`src/rtl/receptor_serial_pkg.sv`:
```
// -----------------------------------------------------------------------------
// receptor_pkg
//   Shared definitions for the serial receiver slice:
//   - state_t   : receiver FSM state encoding
//   - START_BIT : line level that opens a frame
//   - STOP_BIT  : line level that closes a good frame
// -----------------------------------------------------------------------------
package receptor_pkg;

  typedef enum logic [1:0] {
    IDLE = 2'd0,
    DATA = 2'd1,
    PAR  = 2'd2,
    STOP = 2'd3
  } state_t;

  localparam logic START_BIT = 1'b0;
  localparam logic STOP_BIT  = 1'b1;

endpackage : receptor_pkg

```
`src/rtl/buffer_salida.sv`:
```
// -----------------------------------------------------------------------------
// buffer_salida
//   One-entry output holding register with a valid/ready handshake.
//   A write is accepted when the slot is empty or is being consumed in the
//   same cycle; otherwise the write is dropped and OVERRUN-style pulse fires.
//
// Ports
//   clk      in   1       rising-edge clock
//   RESET    in   1       synchronous, active-high reset
//   wr_en    in   1       good frame ready to be stored this cycle
//   wr_data  in   DATA_W  word to store
//   wr_par   in   1       parity-error flag travelling with the word
//   rdy      in   1       consumer accepts the word when vld && rdy
//   data     out  DATA_W  last accepted word (held after consumption)
//   vld      out  1       data holds an unconsumed word
//   err_par  out  1       parity flag of the stored word, gated by vld
//   overrun  out  1       one-cycle pulse: write dropped, slot was full
// -----------------------------------------------------------------------------
module buffer_salida #(
  parameter int DATA_W = 4
) (
  input  logic              clk,
  input  logic              RESET,
  input  logic              wr_en,
  input  logic [DATA_W-1:0] wr_data,
  input  logic              wr_par,
  input  logic              rdy,
  output logic [DATA_W-1:0] data,
  output logic              vld,
  output logic              err_par,
  output logic              overrun
);

  logic par_q;
  logic consume;
  logic accept;

  assign consume = vld && rdy;
  // A simultaneous consume frees the slot in time for the incoming word.
  assign accept  = wr_en && (!vld || consume);

  always_ff @(posedge clk) begin
    if (RESET) begin
      // NOTE: the data register is reset even though it is plain storage,
      // because DATA_OUT must read 0 straight out of reset.
      data    <= '0;
      vld     <= 1'b0;
      par_q   <= 1'b0;
      overrun <= 1'b0;
    end else begin
      overrun <= 1'b0;
      if (accept) begin
        data  <= wr_data;
        par_q <= wr_par;
        vld   <= 1'b1;
      end else if (wr_en) begin
        overrun <= 1'b1;
      end else if (consume) begin
        vld <= 1'b0;
      end
    end
  end

  // The flag only has meaning while a word is pending.
  assign err_par = par_q && vld;

endmodule : buffer_salida

```
`src/rtl/receptor_serial.sv`:
```
// -----------------------------------------------------------------------------
// receptor_serial
//   Rebuilds framed words from the serial stream of the upstream shift
//   register. Frame, LSB first: start(0), DATA_W data bits, optional parity
//   bit, stop(1). Good frames go out through a one-entry valid/ready buffer.
//
// Ports
//   clk       in   1       rising-edge clock
//   RESET     in   1       synchronous, active-high reset
//   S_IN      in   1       serial bit (upstream S_OUT)
//   BIT_VLD   in   1       S_IN carries a bit this cycle (upstream ENB)
//   DATA_OUT  out  DATA_W  last accepted word
//   DATA_VLD  out  1       DATA_OUT holds an unconsumed word
//   DATA_RDY  in   1       consumer takes the word when DATA_VLD && DATA_RDY
//   ERR_PAR   out  1       parity mismatch on the word in DATA_OUT
//   ERR_STOP  out  1       one-cycle pulse: bad stop bit, frame dropped
//   OVERRUN   out  1       one-cycle pulse: good frame dropped, buffer full
//   BUSY      out  1       receiver FSM is inside a frame
// -----------------------------------------------------------------------------
module receptor_serial
  import receptor_pkg::*;
#(
  parameter int DATA_W     = 4,
  parameter int PARITY_EN  = 1,
  parameter int PARITY_ODD = 0
) (
  input  logic              clk,
  input  logic              RESET,
  input  logic              S_IN,
  input  logic              BIT_VLD,
  output logic [DATA_W-1:0] DATA_OUT,
  output logic              DATA_VLD,
  input  logic              DATA_RDY,
  output logic              ERR_PAR,
  output logic              ERR_STOP,
  output logic              OVERRUN,
  output logic              BUSY
);

  localparam int CNT_W = $clog2(DATA_W + 1);
  localparam logic ODD = (PARITY_ODD != 0);
  localparam logic HAS_PAR = (PARITY_EN != 0);

  state_t            state, state_nxt;
  logic [CNT_W-1:0]  cnt, cnt_nxt;
  logic [DATA_W-1:0] shreg, shreg_nxt;
  logic              par_err, par_err_nxt;
  logic              err_stop_q, err_stop_nxt;
  logic              wr_en;
  logic              last_bit;

  assign last_bit = (cnt == CNT_W'(DATA_W - 1));

  // Next-state, datapath and write-request logic. Everything only advances
  // on cycles that carry a bit; BIT_VLD=0 freezes the frame in place.
  always_comb begin
    // NOTE: every signal gets a default first so no path leaves one
    // unassigned, which would otherwise infer a latch.
    state_nxt    = state;
    cnt_nxt      = cnt;
    shreg_nxt    = shreg;
    par_err_nxt  = par_err;
    err_stop_nxt = 1'b0;
    wr_en        = 1'b0;

    if (BIT_VLD) begin
      unique case (state)
        IDLE: begin
          if (S_IN == START_BIT) begin
            state_nxt   = DATA;
            cnt_nxt     = '0;
            par_err_nxt = 1'b0;
          end
        end

        DATA: begin
          // LSB first: each new bit enters at the top and walks down, so
          // the first data bit ends up in bit 0.
          shreg_nxt           = shreg >> 1;
          shreg_nxt[DATA_W-1] = S_IN;
          cnt_nxt             = cnt + CNT_W'(1);
          if (last_bit) begin
            state_nxt = HAS_PAR ? PAR : STOP;
          end
        end

        PAR: begin
          par_err_nxt = (S_IN != ((^shreg) ^ ODD));
          state_nxt   = STOP;
        end

        STOP: begin
          if (S_IN == STOP_BIT) begin
            wr_en = 1'b1;
          end else begin
            err_stop_nxt = 1'b1;
          end
          state_nxt = IDLE;
        end

        default: state_nxt = IDLE;
      endcase
    end
  end

  always_ff @(posedge clk) begin
    if (RESET) begin
      state      <= IDLE;
      cnt        <= '0;
      shreg      <= '0;
      par_err    <= 1'b0;
      err_stop_q <= 1'b0;
    end else begin
      // NOTE: non-blocking assignments so every register samples the values
      // from before this edge, independent of statement order.
      state      <= state_nxt;
      cnt        <= cnt_nxt;
      shreg      <= shreg_nxt;
      par_err    <= par_err_nxt;
      err_stop_q <= err_stop_nxt;
    end
  end

  // The write request is combinational on the stop-bit cycle, so the word
  // lands in the buffer on the stop sampling edge itself.
  buffer_salida #(
    .DATA_W (DATA_W)
  ) u_buffer (
    .clk     (clk),
    .RESET   (RESET),
    .wr_en   (wr_en),
    .wr_data (shreg),
    .wr_par  (par_err),
    .rdy     (DATA_RDY),
    .data    (DATA_OUT),
    .vld     (DATA_VLD),
    .err_par (ERR_PAR),
    .overrun (OVERRUN)
  );

  assign ERR_STOP = err_stop_q;
  assign BUSY     = (state != IDLE);

endmodule : receptor_serial

```
`config.mk`:
```
export PLATFORM = sky130hd
export DESIGN_NAME = receptor_serial
export DESIGN_NICKNAME = d
export VERILOG_FILES = /design/src/rtl/receptor_serial_pkg.sv /design/src/rtl/buffer_salida.sv /design/src/rtl/receptor_serial.sv
export SDC_FILE = /design/constraint.sdc
export NUM_CORES = 1
export LEC_CHECK = 0
export ABC_AREA = 1
export BUFFER_PORTS_ARGS = -buffer_cell sky130_fd_sc_hd__buf_2
export CORE_AREA = 4 4 60 56
export CTS_CLUSTER_SIZE = 30
export DETAILED_ROUTE_END_ITERATION = 8
export DIE_AREA = 0 0 64 60
export PLACE_DENSITY_LB_ADDON = 0.05
export SYNTH_ARGS = -nofsm -noshare
export SYNTH_HDL_FRONTEND = slang
export SYNTH_HIERARCHICAL = 1
export SYNTH_SLANG_ARGS = --single-unit
export TNS_END_PERCENT = 50
```
`constraint.sdc`:
```
create_clock -name clk -period 3.7 [get_ports clk]
set_clock_uncertainty 0.05 [all_clocks]
set_input_delay 0.74 -clock clk [delete_from_list [all_inputs] [get_ports clk]]
set_output_delay 0.74 -clock clk [all_outputs]
set_load 0.01 [all_outputs]
```
* Word level (Yosys, flattened, before mapping)
Index checks and enable logic that the tools add are counted. Widths: inputs -> output; s select.
Storage, ports and cells: register bits 18, input bits 5, output and inout bits 9
Operators by class: add/sub/neg operators 1, equality and inequality tests 8, muxes and demuxes 15, bitwise operators 2, reductions and logical operators 18
Operators with widths (number):
- $mux 1 | 9
- $reduce_and 3->1 | 3
- $pmux 2 s4 | 1
- $reduce_bool 2->1 | 4
- $ne 2x2->1 const B | 3
- $pmux 3 s2 | 1
- $eq 2x2->1 const B | 2
- $mux 2 | 2
- $reduce_and 2->1 | 2
- $reduce_xor 4->1 | 1
- $add 3x1->3 const B | 1
- $eq 3x2->1 const B | 1
- $logic_and 1x1->1 | 3
- $mux 3 | 1
- $reduce_or 3->1 | 1
- $eq 2x1->1 const B | 1
- $logic_not 2->1 | 1
- $not 1->1 | 2
- $pmux 1 s2 | 1
- $reduce_or 2->1 | 1
- $logic_not 1->1 | 1
- $logic_or 1x1->1 | 1
- $ne 1x1->1 | 1

* Depth between registers and ports, before layout
Gate-level depths: netlist (run 1).
word-level depth 6, mapped depth 10, mapped depth without buffers 10

* By module
The synthesis (run 1) kept the hierarchy.
By module, submodules not included:
- receptor_serial | instances 1, cells an instance 81, area an instance 594.3 µm²
- buffer_salida | instances 1, cells an instance 42, area an instance 326.6 µm²

* Worst setup path after synthesis (run 1)
No wires, ideal clock.
path type input to register, start point input S_IN, end point register u_buffer.overrun, library setup time 73 ps, data arrival time 1447 ps, setup slack 2130 ps, cell stages on the path 5, buffers on the path 1, path through inv_1 > nor3_1 > clkbuf_8 > inv_1 > nor3_2
On the way: cells in the longest elaborated chain, start to end 5
RTL lines:
- start: declaration | line receptor_serial.sv:29 | input logic S_IN,
- $mux 1 (*) | line receptor_serial.sv:93 | if (S_IN == STOP_BIT) begin
- $mux 1 (*) | line receptor_serial.sv:67 | unique case (state)
- $mux 1 (*) | line receptor_serial.sv:66 | if (BIT_VLD) begin
- via wr_en | line receptor_serial.sv:49 | logic wr_en;
- $logic_and 1x1->1 | line buffer_salida.sv:40 | assign accept = wr_en && (!vld || consume);
- $reduce_or 2->1 (no source line)
- end signal: assignment | line buffer_salida.sv:49 | overrun <= 1'b0;
- end signal: assignment | line buffer_salida.sv:51 | overrun <= 1'b0;
- end signal: assignment | line buffer_salida.sv:57 | overrun <= 1'b1;
- end: declaration | line buffer_salida.sv:31 | output logic overrun
Mark *: on every way through the listed nets, which the timed path passes. The rest lies on a longest branch. A chain may end at the register's enable or synchronous reset.

* Worst setup path after layout (run 1)
start point register state[0], end point output BUSY
On the way: cells in the longest elaborated chain, start to end 1
RTL lines:
- start: declaration | line receptor_serial.sv:44 | state_t state, state_nxt;
- start signal: assignment | line receptor_serial.sv:116 | state <= state_nxt;
- $reduce_bool 2->1 | line receptor_serial.sv:142 | assign BUSY = (state != IDLE);
- end: declaration | line receptor_serial.sv:37 | output logic BUSY
Every way passes these cells.

==> impl_metrics.py, run 1 <==
metrics = {
    "clock_network": {
        "cts_buffers": 3,
        "cts-resized-gates": 0,
        "cts_tree": "built",
        "root_buffer": "clkbuf_4",
        "cts.path.max_buffers": 2,
        "insertion_delay_ns": 0.29,
        "postCtsHoldBufs": 0,
        "cts_setup_buffers": 0,
        "cts_sinks": 18,
        "clkTransAtPathRegs_ns": 0.10,
        "htreeDepth": 1,
    },
    "synth": {
        "netlist.top_cell.by_area": "dfxtp_1",
        "synth_edf_count": 0,
        "syn_avg_cell_area_um2": 7.49,
        "syn_area_um2": 921,
        "synthTopCellsByCount": "inv_1 (24), nand2_1 (20), dfxtp_1 (18)",
        "synthTopCellsByArea": "dfxtp_1 (39%), inv_1 (9.8%), ha_1 (9.5%), nand2_1 (8.2%), a21oi_1 (7.6%)",
        "yosys_warnings": 6,
        "synth_most_common_cell": "inv_1",
        "synth_fp_nets": 135,
        "synth.distinct_cells": 19,
        "synth_top_area_share_pct": 39.1,
        "async_flop_share_pct": 0,
        "synthFlopType": "dfxtp_1",
        "synth_seq_cells": 18,
        "syn-instance-count": 123,
        "seq_area_frac_synth_pct": 39.1,
    },
    "global_routing": {
        "gr-usage-met3_pct": 3.95,
        "use_met1_pct": 11.7,
        "grt_pass1_vias": 716,
        "grt_util_all_layers_pct": 10.2,
        "grt_use_met2_pct": 17.7,
        "grt_pass1_wl_um": 3040,
        "grt_overflow": 0,
        "antenna_found_initial": 0,
        "grt-busiest-layer": "met2",
        "grt_max_degree": 13,
    },
    "routing": {
        "routedWlPerCell_um": 9.48,
        "drt-initial-drc-count": 26,
        "routed_wl_um": 1690,
        "ant_nets": 0,
        "dr.pass1.iters": 4,
        "drc": 0,
        "vias_per_cell": 4.35,
        "vias": 774,
    },
    "worst_setup_path": {
        "critPathTopFamily": "flip-flops",
        "cp.depth": 4,
        "cpPeakStageDelay_ns": 0.38,
        "path_cells": "inv_1 > ha_1 > inv_1 > buf_2",
        "critical_path_arrival_ns": 1.22,
        "rrSetupSlack_ns": 2.30,
        "crit_fanout": 4,
        "crit_path_start_kind": "flop",
        "crit_type": "reg2out",
        "worst_r2r_path_depth": 8,
        "cp.required_ns": 2.91,
        "cp_num_buf_inv": 3,
        "slowest_stage": "dfxtp_1",
        "critPathMostFrequentCell": "inv_1",
        "worstSetupEndpointType": "output port",
    },
    "cells_and_area": {
        "final_area_um2": 1040,
        "area_delta_synth_final_pct": 13.0,
        "drive_above_1_share_pct": 21.7,
        "nNetsFinal": 152,
        "seq_area_um2": 360,
        "antenna-diode-count": 0,
        "fill_cells": 312,
        "multi_input_area_um2": 434,
    },
    "timing": {
        "fin_ws_ns": 1.69,
        "setup_viol": 0,
        "fmax_mhz": 497,
        "rsz0062_at_grt": "false",
        "hold_slack_ns": 0.420,
        "finalHoldViolCount": 0,
        "tightest_slew_ns": 0.253,
        "relSlewSlack_pct": 83.1,
        "fin_crit_ns": 2.01,
        "setup-tns-final_ns": 0,
        "fin_crit_sh_pct": 54.3,
        "final_max_slew_viol_count": 0,
    },
    "power_and_ir_drop": {
        "power_per_cell_area_nw_per_um2": 363,
        "p_leak_nw": 0.506,
        "ir_drop_v": 0.000212,
    },
    "job": {
        "maxCapViolCount": 0,
    },
    "placement": {
        "portBuffers": 13,
        "place_ws_ns": 1.96,
        "dpl.hpwl_um": 1330,
        "dpl-instance-area_um2": 1020,
        "gp_congestion": 0.703,
    },
    "outcome": {
        "outcome": "finished clean",
    },
    "hold_path": {
        "hold_path_depth": 2,
        "hold_path.class": "reg2reg",
    },
    "die": {
        "start_util_pct": 33.8,
        "num_rows": 18,
        "die_h_um": 60,
        "die_w_um": 64,
        "core_area_um2": 2730,
        "io_pins": 14,
        "dieArea_um2": 3840,
    },
}
==> layer usage <==
layer  vias up  share of wire (%)
met5         -                  0
met4         0               0.89
met3         2                2.8
met2         8                 48
met1       352                 48
li1        412                  -
==> through the flow <==
stage / power (mW) / util (%) / cells
final: 0.377 / 38.2 / 178
after global routing: 0.407 / 38.2 / 178
after CTS: 0.388 / 38.2 / 178
after detailed placement: 0.285 / 37.4 / 175
after global placement: 0.284 / 37.4 / 175
after floorplan: 0.266 / - / 123
==> sequential cells by signal, indices dropped and copies added, names as in the netlist <==
register and cells:
shreg 4, u_buffer/data 4, cnt 3, state 2, ERR_STOP 1, par_err 1
u_buffer/overrun 1, u_buffer/par_q 1, u_buffer/vld 1
==> cells in the final DEF, fill, tap and decap left out <==
cell | synthesis | final
inv_1 | 24 | 24
nand2_1 | 20 | 20
dfxtp_1 | 18 | 18
a21oi_1 | 14 | 14
buf_2 | 0 | 13
nor2_1 | 9 | 9
ha_1 | 7 | 7
o21ai_0 | 5 | 5
nand3_1 | 5 | 5
nand2_2 | 4 | 4
inv_2 | 3 | 3
clkbuf_4 | 0 | 3
nand3_2 | 3 | 3
nor3_1 | 2 | 2
o21ai_2 | 2 | 2
o21ai_1 | 2 | 2
xnor2_1 | 1 | 1
nor4_1 | 1 | 1
nor3_2 | 1 | 1
buf_4 | 0 | 1
==> cell type report <==
cell class / count / area share (%)
repair buffers: 14 / 6.97
multi-input cells: 76 / 41.7
inverters: 27 / 9.74
well taps: 40 / 4.81
clock buffers: 3 / 2.16
flip-flops and latches: 18 / 34.6
==> power by group <==
| group | leakage (nW) | internal, mW | switching (mW) |
|---|---|---|---|
| Combinational | 0.347 | 0.0258 | 0.0434 |
| Clock | 0.0138 | 0.0378 | 0.0598 |
| Sequential | 0.146 | 0.203 | 0.00795 |
==> tightest hold or removal path, delay by kind of cell, from the launching register on <==
| kind | cells | cell delay (ns) |
|---|---|---|
| AO/OA/AOI/OAI | 1 | 0.05 |
| AND/OR/NAND/NOR | 1 | 0.06 |
| flip-flops | 1 | 0.32 |
==> worst paths after layout <==
check	startpoint	to
setup / recovery	state[0]	BUSY
hold / removal	cnt[2]	cnt[2]
setup reg to reg	state[0]	state[0]
hold reg to reg	cnt[2]	cnt[2]
==> cell families after synthesis <==
logic type	count (synthesis)	share of synthesized area, %
simple gates	45	23.4
fa+ha+maj	7	9.51
buf+inv	29	13.7
flops	18	39.1
xor+xnor	1	0.951
compound gates	23	13.3
Power figures use the tool's default switching activity.
==> inputs of run 2 (changes only) <==
clock period = 2 ns   (was 3.7 ns; I/O delays follow)
==> run 2 against run 1 <==
Count of clock-buffer cells in the layout is the same. Via count grew 0.26%. Non-clock buffer count is the same. Core utilization is the same. Die area is the same. Register-to-register slack lost 1.7 ns. Clock power grew 78%. Cell count is the same.
==> impl_metrics.py, run 2 (synthesis results as in run 1) <==
metrics = {
    "clock_network": {
        "cts_sinks": 18,
        "insertion_delay_ns": 0.28,
        "cts_buffers": 3,
        "cts_tree": "built",
        "clkTransAtPathRegs_ns": 0.10,
        "postCtsHoldBufs": 0,
        "htreeDepth": 1,
        "root_buffer": "clkbuf_4",
        "cts-resized-gates": 0,
        "cts_setup_buffers": 0,
        "cts.path.max_buffers": 2,
    },
    "timing": {
        "setup-tns-final_ns": 0,
        "fin_crit_ns": 1.67,
        "fmax_mhz": 598,
        "tightest_slew_ns": 0.255,
        "finalHoldViolCount": 0,
        "final_max_slew_viol_count": 0,
        "rsz0062_at_grt": "false",
        "setup_viol": 0,
        "fin_crit_sh_pct": 83.7,
        "relSlewSlack_pct": 83.0,
    },
    "global_routing": {
        "grt_util_all_layers_pct": 10.2,
        "grt_use_met2_pct": 19.3,
        "grt_overflow": 0,
        "grt-busiest-layer": "met2",
        "grt_pass1_vias": 766,
        "grt_pass1_wl_um": 3110,
        "gr-usage-met3_pct": 3.95,
        "antenna_found_initial": 0,
        "use_met1_pct": 10.9,
        "grt_max_degree": 13,
    },
    "worst_setup_path": {
        "worstSetupEndpointType": "output port",
        "cp.required_ns": 1.55,
        "crit_fanout": 4,
        "slowest_stage": "dfxtp_1",
        "critPathMostFrequentCell": "inv_1",
        "crit_path_start_kind": "flop",
        "cpPeakStageDelay_ns": 0.38,
        "critPathTopFamily": "flip-flops",
        "cp.depth": 4,
        "path_cells": "inv_1 > ha_1 > inv_1 > buf_2",
        "crit_type": "reg2out",
        "critical_path_arrival_ns": 1.22,
        "worst_r2r_path_depth": 7,
        "cp_num_buf_inv": 3,
    },
    "placement": {
        "portBuffers": 13,
        "dpl.hpwl_um": 1360,
        "dp.cells": 175,
        "dpl-instance-area_um2": 1020,
        "gp_congestion": 0.695,
    },
    "cells_and_area": {
        "drive_above_1_share_pct": 21.7,
        "antenna-diode-count": 0,
        "top_regs": "shreg: 4 flops, u_buffer/data: 4 flops, cnt: 3 flops",
        "nNetsFinal": 152,
        "layout_commonest_cell": "inv_1",
        "fin_util_pct": 38.2,
        "final_area_um2": 1040,
        "final_cell_mix": "inv_1 (24), nand2_1 (20), dfxtp_1 (18), a21oi_1 (14), buf_2 (13)",
        "area_delta_synth_final_pct": 13.0,
        "fin_cells": 178,
    },
    "routing": {
        "drc": 0,
        "routed_wl_um": 1720,
        "ant_nets": 0,
        "dr.pass1.iters": 4,
        "drt-initial-drc-count": 34,
        "routedWlPerCell_um": 9.66,
        "vias_per_cell": 4.36,
        "vias": 776,
    },
    "die": {
        "core_area_um2": 2730,
        "die_h_um": 60,
        "num_rows": 18,
        "die_w_um": 64,
        "start_util_pct": 33.8,
        "dieArea_um2": 3840,
        "io_pins": 14,
    },
    "hold_path": {
        "hold_path_depth": 2,
        "hold_path.class": "in2reg",
    },
    "power_and_ir_drop": {
        "power_per_cell_area_nw_per_um2": 666,
        "p_leak_nw": 0.506,
        "ir_drop_v": 0.000325,
    },
    "job": {
        "maxCapViolCount": 0,
    },
    "outcome": {
        "outcome": "finished clean",
    },
}
## run 2: cell counts in the layout (fill, tap and decap cells not counted)
No cell type changed its count.
## run 2: worst paths after layout
check | start | end | slack [ns]
hold / removal | S_IN | ERR_STOP | 0.27
hold reg to reg | cnt[1] | cnt[1] | 0.42
setup / recovery | state[1] | BUSY | 0.33
setup reg to reg | state[1] | cnt[2] | 0.61
## run 2: area by class of cell
| class | count | area [um2] |
|---|---|---|
| Timing Repair Buffer | 14 | 72.6 |
| Tap cell | 40 | 50.0 |
| Sequential cell | 18 | 360 |
| Inverter | 27 | 101 |
| Multi-Input combinational cell | 76 | 434 |
| Clock buffer | 3 | 22.5 |
| Fill cell | 305 | 1680 |
## run 2: metrics by stage
stage	hold slack [ns]	setup WS [ns]	total power, mW
after floorplan	0.383	0.723	0.492
after global placement	0.406	0.585	0.526
after detailed placement	0.410	0.578	0.529
after CTS	0.257	0.306	0.714
after global routing	0.256	0.221	0.754
final	0.265	0.327	0.693
## run 2: power by group
part,switching (mW),internal (mW)
Combinational,0.0813,0.0479
Clock,0.104,0.0699
Sequential,0.0150,0.375
## run 2: metal layers
layer  share of wire [%]  wire (um)
met1                  48        821
met4                0.41          7
met2                  49        845
met3                 2.6         45
met5                   0          0
